===== config.mk =====
export PLATFORM = sky130hd
export DESIGN_NAME = seg_scan_decoder_flat
export DESIGN_NICKNAME = d
export VERILOG_FILES = /design/src/rtl/seg_pkg.sv /design/src/rtl/seg_scan_decoder_if.sv /design/src/rtl/seg7_to_hex.sv /design/src/rtl/seg_scan_decoder.sv /design/src/flat_wrapper.sv
export SDC_FILE = /design/constraint.sdc
export NUM_CORES = 1
export LEC_CHECK = 0
export ABC_AREA = 1
export BUFFER_PORTS_ARGS = -buffer_cell sky130_fd_sc_hd__buf_2
export CAP_MARGIN = 20
export CORE_MARGIN = 4
export CORE_UTILIZATION = 53
export DETAILED_ROUTE_END_ITERATION = 8
export PLACE_DENSITY_LB_ADDON = 0.05
export SETUP_SLACK_MARGIN = 0.1
export SLEW_MARGIN = 5
export SYNTH_ARGS = -nofsm -noshare
export SYNTH_HDL_FRONTEND = slang
export SYNTH_SLANG_ARGS = --single-unit

===== constraint.sdc =====
create_clock -name clk -period 1.5 [get_ports clk]
set_input_delay 0.375 -clock clk [delete_from_list [all_inputs] [get_ports clk]]
set_output_delay 0.375 -clock clk [all_outputs]
set_load 0.005 [all_outputs]

===== src/rtl/seg_pkg.sv =====
// Shared definitions for the multiplexed 4-digit 7-segment display bus.
// The display driver and the scan decoder both import this package, so the
// glyph encoding exists in exactly one place.
//   NUM_DIGITS    : digits on the bus (one select line each)
//   SEG_A..SEG_DP : bit positions inside the 8-bit segment vector
//   GLYPH_TBL     : 7-bit pattern (g..a) for hex nibbles 0..F, index = nibble
package seg_pkg;

  localparam int NUM_DIGITS = 4;

  localparam int SEG_A  = 0;
  localparam int SEG_B  = 1;
  localparam int SEG_C  = 2;
  localparam int SEG_D  = 3;
  localparam int SEG_E  = 4;
  localparam int SEG_F  = 5;
  localparam int SEG_G  = 6;
  localparam int SEG_DP = 7;

  // Element [0] is the rightmost entry of the concatenation.
  localparam logic [15:0][6:0] GLYPH_TBL = {
    7'h71, 7'h79, 7'h5E, 7'h39, 7'h7C, 7'h77, 7'h6F, 7'h7F,
    7'h07, 7'h7D, 7'h6D, 7'h66, 7'h4F, 7'h5B, 7'h06, 7'h3F
  };

endpackage


===== src/rtl/seg_scan_decoder_if.sv =====
// Scanned display bus plus the decoded-frame outputs of the monitor.
//   segmentos   : segment lines, [0]=a .. [6]=g, [7]=dp (raw polarity)
//   sel_seg     : digit select lines (raw polarity), [0]=least-significant digit
//   value       : last good frame, digit k in [4k+3:4k]
//   dp          : decimal points of the last good frame
//   frame_valid : one-cycle pulse when value/dp update
//   frame_err   : one-cycle pulse when a frame completes with an undecodable digit
//   link_lost   : level, high until a good frame and again after a timeout
// master drives the bus (display side / testbench); slave is the decoder.
interface seg_scan_decoder_if;
  import seg_pkg::*;

  logic [7:0]              segmentos;
  logic [NUM_DIGITS-1:0]   sel_seg;
  logic [4*NUM_DIGITS-1:0] value;
  logic [NUM_DIGITS-1:0]   dp;
  logic                    frame_valid;
  logic                    frame_err;
  logic                    link_lost;

  modport master (
    output segmentos, sel_seg,
    input  value, dp, frame_valid, frame_err, link_lost
  );

  modport slave (
    input  segmentos, sel_seg,
    output value, dp, frame_valid, frame_err, link_lost
  );

endinterface


===== src/rtl/seg7_to_hex.sv =====
// Combinational inverse of the display glyph table.
//   pat : 7-bit segment pattern (g..a), already active-high
//   nib : decoded hex nibble, 0 when the pattern is not a glyph
//   vld : pattern matches one of the 16 glyphs (blank is not a glyph)
module seg7_to_hex
  import seg_pkg::*;
(
  input  logic [6:0] pat,
  output logic [3:0] nib,
  output logic       vld
);

  always_comb begin
    nib = '0;
    vld = 1'b0;
    for (int i = 0; i < 16; i++) begin
      if (pat == GLYPH_TBL[i]) begin
        nib = 4'(i);
        vld = 1'b1;
      end
    end
  end

endmodule


===== src/rtl/seg_scan_decoder.sv =====
// Receive-side monitor for a multiplexed 7-segment display bus.
// Registers the bus once (polarity normalised), accepts a digit after it has
// been held unchanged for STABLE_CYC further cycles, decodes it into its slot
// and publishes a 16-bit value once all four digits of a frame were seen.
//   clk, rst_n : clock and synchronous active-low reset
//   bus        : seg_scan_decoder_if.slave (display bus in, frame outputs)
// Parameters: STABLE_CYC (>=1) dwell cycles, TIMEOUT_CYC capture-free cycles
// before link loss, SEG_/SEL_ACTIVE_LOW input polarity.
module seg_scan_decoder
  import seg_pkg::*;
#(
  parameter int STABLE_CYC     = 4,
  parameter int TIMEOUT_CYC    = 4096,
  parameter bit SEG_ACTIVE_LOW = 1'b0,
  parameter bit SEL_ACTIVE_LOW = 1'b0
) (
  input  logic              clk,
  input  logic              rst_n,
  seg_scan_decoder_if.slave bus
);

  localparam int ND = NUM_DIGITS;
  localparam int CW = $clog2(STABLE_CYC + 1);
  localparam int TW = $clog2(TIMEOUT_CYC + 1);

  logic [7:0]          seg_q, seg_d, seg_prev_q, seg_prev_d;
  logic [ND-1:0]       sel_q, sel_d, sel_prev_q, sel_prev_d;
  logic [CW-1:0]       cnt_q, cnt_d;
  logic [TW-1:0]       tmo_q, tmo_d;
  logic [ND-1:0]       seen_q, seen_d, bad_q, bad_d;
  logic [ND-1:0]       dpslot_q, dpslot_d, dp_q, dp_d;
  logic [ND-1:0][3:0]  slot_q, slot_d, value_q, value_d;
  logic                fv_q, fv_d, fe_q, fe_d, lost_q, lost_d;

  logic [3:0]          dec_nib;
  logic                dec_ok;
  logic                sel_onehot, stay, capture;

  seg7_to_hex u_dec (
    .pat (seg_q[SEG_G:SEG_A]),
    .nib (dec_nib),
    .vld (dec_ok)
  );

  assign sel_onehot = (sel_q != '0) && ((sel_q & (sel_q - 1'b1)) == '0);
  // Same legal pair as last cycle: the dwell continues.
  assign stay    = sel_onehot && (seg_q == seg_prev_q) && (sel_q == sel_prev_q);
  // Fires only on the step into saturation, so a long dwell captures once.
  assign capture = stay && (cnt_q == CW'(STABLE_CYC - 1));

  always_comb begin
    seg_d      = bus.segmentos ^ {8{SEG_ACTIVE_LOW}};
    sel_d      = bus.sel_seg ^ {ND{SEL_ACTIVE_LOW}};
    seg_prev_d = seg_q;
    sel_prev_d = sel_q;

    cnt_d = '0;
    if (stay) cnt_d = (cnt_q == CW'(STABLE_CYC)) ? cnt_q : cnt_q + 1'b1;

    seen_d   = seen_q;
    bad_d    = bad_q;
    slot_d   = slot_q;
    dpslot_d = dpslot_q;
    value_d  = value_q;
    dp_d     = dp_q;
    fv_d     = 1'b0;
    fe_d     = 1'b0;
    lost_d   = lost_q;
    tmo_d    = tmo_q;

    // Frame completion looks at last cycle's seen; a capture below in the
    // same cycle starts the next frame.
    if (&seen_q) begin
      if (bad_q == '0) begin
        value_d = slot_q;
        dp_d    = dpslot_q;
        fv_d    = 1'b1;
        lost_d  = 1'b0;
      end else begin
        fe_d = 1'b1;
      end
      seen_d = '0;
      bad_d  = '0;
    end

    if (capture) begin
      tmo_d = '0;
      for (int k = 0; k < ND; k++) begin
        if (sel_q[k]) begin
          slot_d[k]   = dec_nib;
          dpslot_d[k] = seg_q[SEG_DP];
          seen_d[k]   = 1'b1;
          bad_d[k]    = ~dec_ok;
        end
      end
    end else if (tmo_q != TW'(TIMEOUT_CYC)) begin
      tmo_d = tmo_q + 1'b1;
      if (tmo_q == TW'(TIMEOUT_CYC - 1)) begin
        lost_d = 1'b1;
        seen_d = '0;
        bad_d  = '0;
      end
    end
  end

  always_ff @(posedge clk) begin
    if (!rst_n) begin
      seg_q      <= '0;
      sel_q      <= '0;
      seg_prev_q <= '0;
      sel_prev_q <= '0;
      cnt_q      <= '0;
      tmo_q      <= '0;
      seen_q     <= '0;
      bad_q      <= '0;
      slot_q     <= '0;
      dpslot_q   <= '0;
      value_q    <= '0;
      dp_q       <= '0;
      fv_q       <= 1'b0;
      fe_q       <= 1'b0;
      lost_q     <= 1'b1;
    end else begin
      seg_q      <= seg_d;
      sel_q      <= sel_d;
      seg_prev_q <= seg_prev_d;
      sel_prev_q <= sel_prev_d;
      cnt_q      <= cnt_d;
      tmo_q      <= tmo_d;
      seen_q     <= seen_d;
      bad_q      <= bad_d;
      slot_q     <= slot_d;
      dpslot_q   <= dpslot_d;
      value_q    <= value_d;
      dp_q       <= dp_d;
      fv_q       <= fv_d;
      fe_q       <= fe_d;
      lost_q     <= lost_d;
    end
  end

  assign bus.value       = value_q;
  assign bus.dp          = dp_q;
  assign bus.frame_valid = fv_q;
  assign bus.frame_err   = fe_q;
  assign bus.link_lost   = lost_q;

endmodule


===== src/flat_wrapper.sv =====
// flat-port wrapper written by rule: the top's interface ports become plain ports
module seg_scan_decoder_flat import seg_pkg::*;
#(
  parameter int STABLE_CYC     = 4,
  parameter int TIMEOUT_CYC    = 4096,
  parameter bit SEG_ACTIVE_LOW = 1'b0,
  parameter bit SEL_ACTIVE_LOW = 1'b0
)
  (clk, rst_n, bus_segmentos, bus_sel_seg, bus_value, bus_dp, bus_frame_valid, bus_frame_err, bus_link_lost);
  seg_scan_decoder_if bus_i ();
  input  logic clk;
  input  logic rst_n;
  input wire logic [$bits(bus_i.segmentos)-1:0] bus_segmentos;
  input wire logic [$bits(bus_i.sel_seg)-1:0] bus_sel_seg;
  output wire logic [$bits(bus_i.value)-1:0] bus_value;
  output wire logic [$bits(bus_i.dp)-1:0] bus_dp;
  output wire logic [$bits(bus_i.frame_valid)-1:0] bus_frame_valid;
  output wire logic [$bits(bus_i.frame_err)-1:0] bus_frame_err;
  output wire logic [$bits(bus_i.link_lost)-1:0] bus_link_lost;
  assign bus_i.segmentos = bus_segmentos;
  assign bus_i.sel_seg = bus_sel_seg;
  assign bus_value = bus_i.value;
  assign bus_dp = bus_i.dp;
  assign bus_frame_valid = bus_i.frame_valid;
  assign bus_frame_err = bus_i.frame_err;
  assign bus_link_lost = bus_i.link_lost;
  seg_scan_decoder #(.STABLE_CYC(STABLE_CYC), .TIMEOUT_CYC(TIMEOUT_CYC), .SEG_ACTIVE_LOW(SEG_ACTIVE_LOW), .SEL_ACTIVE_LOW(SEL_ACTIVE_LOW)) u_core (.clk(clk), .rst_n(rst_n), .bus(bus_i));
endmodule

==> results of run 1 <==
==> path summary, 6_finish.rpt <==
path / slack [ns] / from / endpoint
setup / recovery: -0.11 / u_core.sel_prev_d[0]$_SDFF_PN0_ / u_core.slot_q[8]$_SDFFE_PN0P_
hold / removal: 0.19 / bus_segmentos[2] / u_core.seg_prev_d[2]$_SDFF_PN0_
setup reg to reg: -0.11 / u_core.sel_prev_d[0]$_SDFF_PN0_ / u_core.slot_q[8]$_SDFFE_PN0P_
hold reg to reg: 0.47 / u_core.slot_q[13]$_SDFFE_PN0P_ / u_core.bus.value[13]$_SDFFE_PN0P_
==> cells in the mapped netlist (2+ instances only) <==
library cell | count | area (um^2)
nor3b_1 | 3 | 22.5
nor3_1 | 4 | 20.0
buf_2 | 2 | 10.0
buf_4 | 3 | 22.5
inv_1 | 87 | 327
clkinv_1 | 4 | 15.0
xor2_1 | 6 | 52.6
nand4_4 | 4 | 85.1
nor2_4 | 2 | 22.5
nand3b_1 | 2 | 15.0
ha_1 | 5 | 62.6
clkbuf_8 | 2 | 27.5
inv_2 | 7 | 26.3
or2_2 | 5 | 31.3
dfxtp_1 | 91 | 1820
clkbuf_1 | 5 | 18.8
nand2_1 | 159 | 597
buf_6 | 6 | 67.6
o21ai_0 | 23 | 115
a21oi_1 | 37 | 185
nor2_1 | 98 | 368
xnor2_1 | 3 | 26.3
nor2_2 | 4 | 25.0
nand3_1 | 17 | 85.1
nand2_2 | 10 | 62.6
nand4_1 | 17 | 106
==> worst max-delay path, stage by stage (launching register included) <==
cell,delay [ns]
dfxtp_4,0.39
inv_2,0.08
nand2_1,0.05
o21ai_1,0.09
nand2_1,0.09
inv_1,0.07
nand2_2,0.06
nor2_4,0.12
buf_12,0.17
nand4_4,0.14
nand2_2,0.11
nand2_1,0.05
nor2_1,0.13
==> flip-flops by register name, indices dropped and copies added, names as in the netlist, 8 cells and up <==
register	count
u_core.seg_prev_d	8
u_core.seg_prev_q	8
u_core.bus.value	16
u_core.slot_q	16
u_core.tmo_q	13
==> final cells by class <==
| class | count | area, um^2 |
|---|---|---|
| flip-flops and latches | 91 | 1850 |
| well taps | 102 | 128 |
| inverters | 99 | 384 |
| fillers | 599 | 2010 |
| repair buffers | 98 | 790 |
| multi-input cells | 407 | 2410 |
| clock inverters | 7 | 68.8 |
| clock buffers | 9 | 124 |
==> timing repair <==
action / CTS / global route
pin swaps: 40 / 48
setup buffers: 9 / 3
gates cloned: 4 / 0
endpoints found under the setup margin: 45 / 46
gates resized for setup: 81 / 67
==> cell families (layout without fill, tap and decap cells) <==
group | Yosys count | after routing | synth area share, %
xor gates and xnor gates | 9 | 9 | 1.85
buffers and inverters | 118 | 213 | 12.3
adders and majority gates | 5 | 5 | 1.46
DFF | 91 | 91 | 42.6
and+or+nand+nor | 328 | 332 | 34.5
AOI/OAI and AO/OA | 61 | 61 | 7.21
==> routing by layer <==
layer  GRT usage (%)  vias up  part of all wire [%]
met2            37.7       72                    51
li1                -     2082                     -
met3            4.50       12                   3.2
met4            7.35        0                   1.3
met1            26.5     1890                    44
met5               0        -                     0
==> cell usage in the layout (no fill, tap or decap), drive strengths merged, types with 2 or more instances in the layout <==
cell / n
clkinv: 6
dfxtp: 91
nand2: 170
buf: 98
ha: 5
clkinvlp: 2
inv: 98
or2: 5
nor2: 104
nand4: 25
nor3b: 3
nor3: 4
xnor2: 3
clkbuf: 9
nand3: 18
nand3b: 2
xor2: 6
a21oi: 37
o21ai: 23
==> metrics by stage <==
step	cells	util, %	setup TNS, ns	area (um^2)	hold slack, ns
floorplan	612	-	-0.497	4330	0.429
global placement	781	63.4	-3.31	4920	0.448
detailed placement	781	63.4	-4.59	4920	0.452
CTS	810	70.8	-2.16	5500	0.180
global route	813	74.1	-5.71	5750	0.186
finish	813	74.1	-2.09	5750	0.195
==> power breakdown <==
group          switching, mW  total [mW]  internal (mW)
clock network          0.959        1.60          0.642
registers             0.0434        2.50           2.45
logic                  0.312       0.568          0.255
==> flow_summary.ini, run 1 <==
[placement]
port-buffer-count = 36
dp_slack_ns = -0.145
dp_hpwl_um = 6890
place.gp.congestion = 0.920

[cts]
clk_latency_ns = 0.36
clk_pin_slew_ns = 0.09
ctsHoldBuffers = 0
cts_sinks = 91
root_buffer = clkbuf_8
cts_buffer_depth = 2
htree_levels = 3
cts-buffers-inserted = 9
cts_tree = done

[logic_synthesis]
syn_area_um2 = 4270
async_reset_ff_share_pct = 0
ys_warn_count = 0
synth_edf_count = 0
ys_types = 32
syn-num-nets = 631
ys_seq_area_share_pct = 42.6
synth_area_per_cell_um2 = 6.98
synth_flop_cell = dfxtp_1
synthCells = 612
synth-seq-cells = 91

[job]
maxCapViolations = 0

[cells_and_area]
nNetsFinal = 725
drive_above_1_share_pct = 38.0
area_delta_synth_final_pct = 34.7
antenna_cells = 0

[power]
power_leakage_nw = 2.88
peakVddDrop_mv = 0.476
total_power_mw = 4.66
p_per_area_nw_per_um2 = 811

[routing]
viasPerCell = 4.99
finalWirelength_um = 10400
wire_per_inst_um = 12.7
drt_iter0_markers = 131
dr.pass1.iters = 5
num_vias = 4056
ant_nets = 0
drc = 0

[sta]
fmax_ghz = 0.623
finalSetupViolCount = 39
period_needed_ns = 1.61
skew_ns = 0.0183
hold_violations = 0
rsz0062_at_grt = yes
layout_setup_ws_ns = -0.106
relSlewSlack_pct = 82.5
worst_pin_slew_ns = 0.262
slew_viol_final = 0
fin_crit_sh_pct = 107

[floorplan]
die_w_um = 97.8
dieArea_um2 = 9560
fp-row-count = 32
start_util_pct = 55.0
io_pins = 37
die_h_um = 97.8
coreArea_um2 = 7770

[setup_path]
worstSetupEndpointType = flip-flop
arrival_ns = 1.89
crit_type = flip-flop to flip-flop
critPathMaxFanout = 8
crit_path_start_kind = flip-flop
rr_worst_depth = 12
required_ns = 1.78

[run_status]
outcome = finished with violations
failed_checks = negative setup slack

[min_path]
hold_path_class = input port to flip-flop
hold_depth = 3

[global_routing]
grt_use_total_pct = 21.6
grt_antenna_before_repair = 0
grt_pass1_vias = 3952
overflow = 0
grt_max_degree = 59
grt_pass1_wl_um = 17400
Power figures use the tool's default switching activity.
==> inputs of run 2 (changes only) <==
SETUP_SLACK_MARGIN = 0.15   (was 0.1)
==> flow_summary.ini, run 2 (synthesis results as in run 1) <==
[run_status]
outcome = finished with violations
failed_checks = negative setup slack

[power]
power_frac_comb_pct = 12.5
p_seq_share_pct = 52.2
peakVddDrop_mv = 0.797
power.share.switching_pct = 29.1
total_power_mw = 4.78
netSwitchingPower_mw = 1.39
power_leakage_nw = 2.97
p_per_area_nw_per_um2 = 796
intPower_mw = 3.39
clkPwrFrac_pct = 35.2

[cells_and_area]
antenna_cells = 0
seqCellArea_um2 = 1870
n_fill_cell = 579
layout_commonest_cell = nand2_1
nNetsFinal = 736
final_cell_area_um2 = 6000
multi_input_area_um2 = 2490
final_cell_mix = nand2_1 (120), inv_1 (77), nor2_1 (69)
area_delta_synth_final_pct = 40.5
final_util_pct = 77.3
drive_above_1_share_pct = 42.7

[sta]
hold_violations = 0
skew_ns = 0.0148
fin_crit_sh_pct = 112
fmax_ghz = 0.593
rsz0062_at_grt = yes
finalSetupViolCount = 43
relSlewSlack_pct = 78.3
period_needed_ns = 1.69
slew_viol_final = 0
worst_pin_slew_ns = 0.325
layout_setup_ws_ns = -0.186

[setup_path]
crit_buf_inv = 3
cpLargestDelayFamily = simple AND/OR/NAND/NOR gates
critPathMaxFanout = 7
arrival_ns = 1.97
critical-path-max-stage-delay_ns = 0.39
required_ns = 1.79
worstSetupEndpointType = flip-flop
crit_type = flip-flop to flip-flop
slowest_stage = dfxtp_4
crit_path_start_kind = flip-flop
crit_path_cell_trace = inv_4 -> nand2_4 -> nand2_4 -> nor2_4 -> nand2_2 -> nor2_4 -> buf_12 -> buf_4 -> nand4_4 -> nor2_1 -> nor2_1

[cts]
clk_pin_slew_ns = 0.11
clk_latency_ns = 0.39
ctsHoldBuffers = 0
cts_sinks = 91
htree_levels = 3
cts-buffers-inserted = 9
cts_buffer_depth = 2
root_buffer = clkbuf_8
cts_tree = done

[job]
maxCapViolations = 0

[routing]
drc = 0
num_vias = 4095
finalWirelength_um = 10800
wire_per_inst_um = 13.1
ant_nets = 0
viasPerCell = 4.97
dr.pass1.iters = 4
drt_iter0_markers = 153

[placement]
port-buffer-count = 36
dpl_cell_area_um2 = 4940
dp_hpwl_um = 6500
dp_slack_ns = -0.133
place.gp.congestion = 0.892

[floorplan]
dieArea_um2 = 9560
die_h_um = 97.8
fp-row-count = 32
die_w_um = 97.8
io_pins = 37
start_util_pct = 55.0
coreArea_um2 = 7770

[global_routing]
grt_use_total_pct = 21.1
overflow = 0
grt_antenna_before_repair = 0
grt_pass1_wl_um = 16700
grt_max_degree = 48
grt_pass1_vias = 3796

[min_path]
hold_path_class = input port to flip-flop
[run 2: cell types whose count changed in the layout (fill, tap and decap cells not counted), sizes merged]
cell,before,now
buf,98,107
clkbuf,9,12
clkinv,6,7
clkinvlp,2,0
inv,98,99
nand4,25,24
[run 2: worst paths after layout]
path | start | depth (start not counted) | end | slack, ns
setup / recovery | u_core.seg_prev_d[3]$_SDFF_PN0_ | 11 | u_core.slot_q[1]$_SDFFE_PN0P_ | -0.19
hold / removal | bus_segmentos[3] | 3 | u_core.seg_prev_d[3]$_SDFF_PN0_ | 0.17
setup reg to reg | u_core.seg_prev_d[3]$_SDFF_PN0_ | 11 | u_core.slot_q[1]$_SDFFE_PN0P_ | -0.19
hold reg to reg | u_core.slot_q[9]$_SDFFE_PN0P_ | 2 | u_core.bus.value[9]$_SDFFE_PN0P_ | 0.45
[run 2: through the flow]
stage	instances	setup TNS (ns)	hold WS, ns
6_report	824	-3.34	0.169
5_1_grt	824	-8.02	0.175
4_1_cts	810	-1.37	0.161
3_5_place_dp	783	-3.90	0.445
3_3_place_gp	783	-2.05	0.441
2_1_floorplan	612	-0.497	0.429
[run 2: per-layer routing]
metal | GRT usage, % | up-vias | routed length (um)
met5 | 0 | - | 0
met3 | 4.43 | 24 | 504
met2 | 36.2 | 92 | 5450
met1 | 25.5 | 1871 | 4580
li1 | - | 2108 | -
met4 | 9.37 | 0 | 299
[run 2: power groups by stage]
stage          combinational, mW  sequential (mW)  clock, mW
2_1_floorplan              0.270             2.53          0
3_3_place_gp               0.405             2.54          0
3_5_place_dp               0.412             2.54          0
4_1_cts                    0.502             2.49       1.72
5_1_grt                    0.652             2.50       1.82
6_report                   0.599             2.50       1.68
[run 2: layout make-up]
cell class | instances | area share (%)
multi-input combinational | 406 | 41.5
sequential | 91 | 31.1
timing repair buffer | 110 | 15.4
inverter | 99 | 6.52
tap | 102 | 2.13
clock buffer | 9 | 2.06
clock inverter | 7 | 1.27
[run 2: worst reg2reg max path, stage by stage, from the launching register on]
cell,delay [ns]
dfxtp_4,0.39
inv_4,0.05
nand2_4,0.07
nand2_4,0.07
nor2_4,0.12
nand2_2,0.08
nor2_4,0.13
buf_12,0.15
buf_4,0.12
nand4_4,0.15
nor2_1,0.18
nor2_1,0.07
[run 2: timing repair]
item / in CTS / in global routing
resized for setup: 92 / 106
cloned: 3 / 4
pin swaps: 42 / 43
setup buffers: 8 / 10
endpoints found under the setup margin: 45 / 59
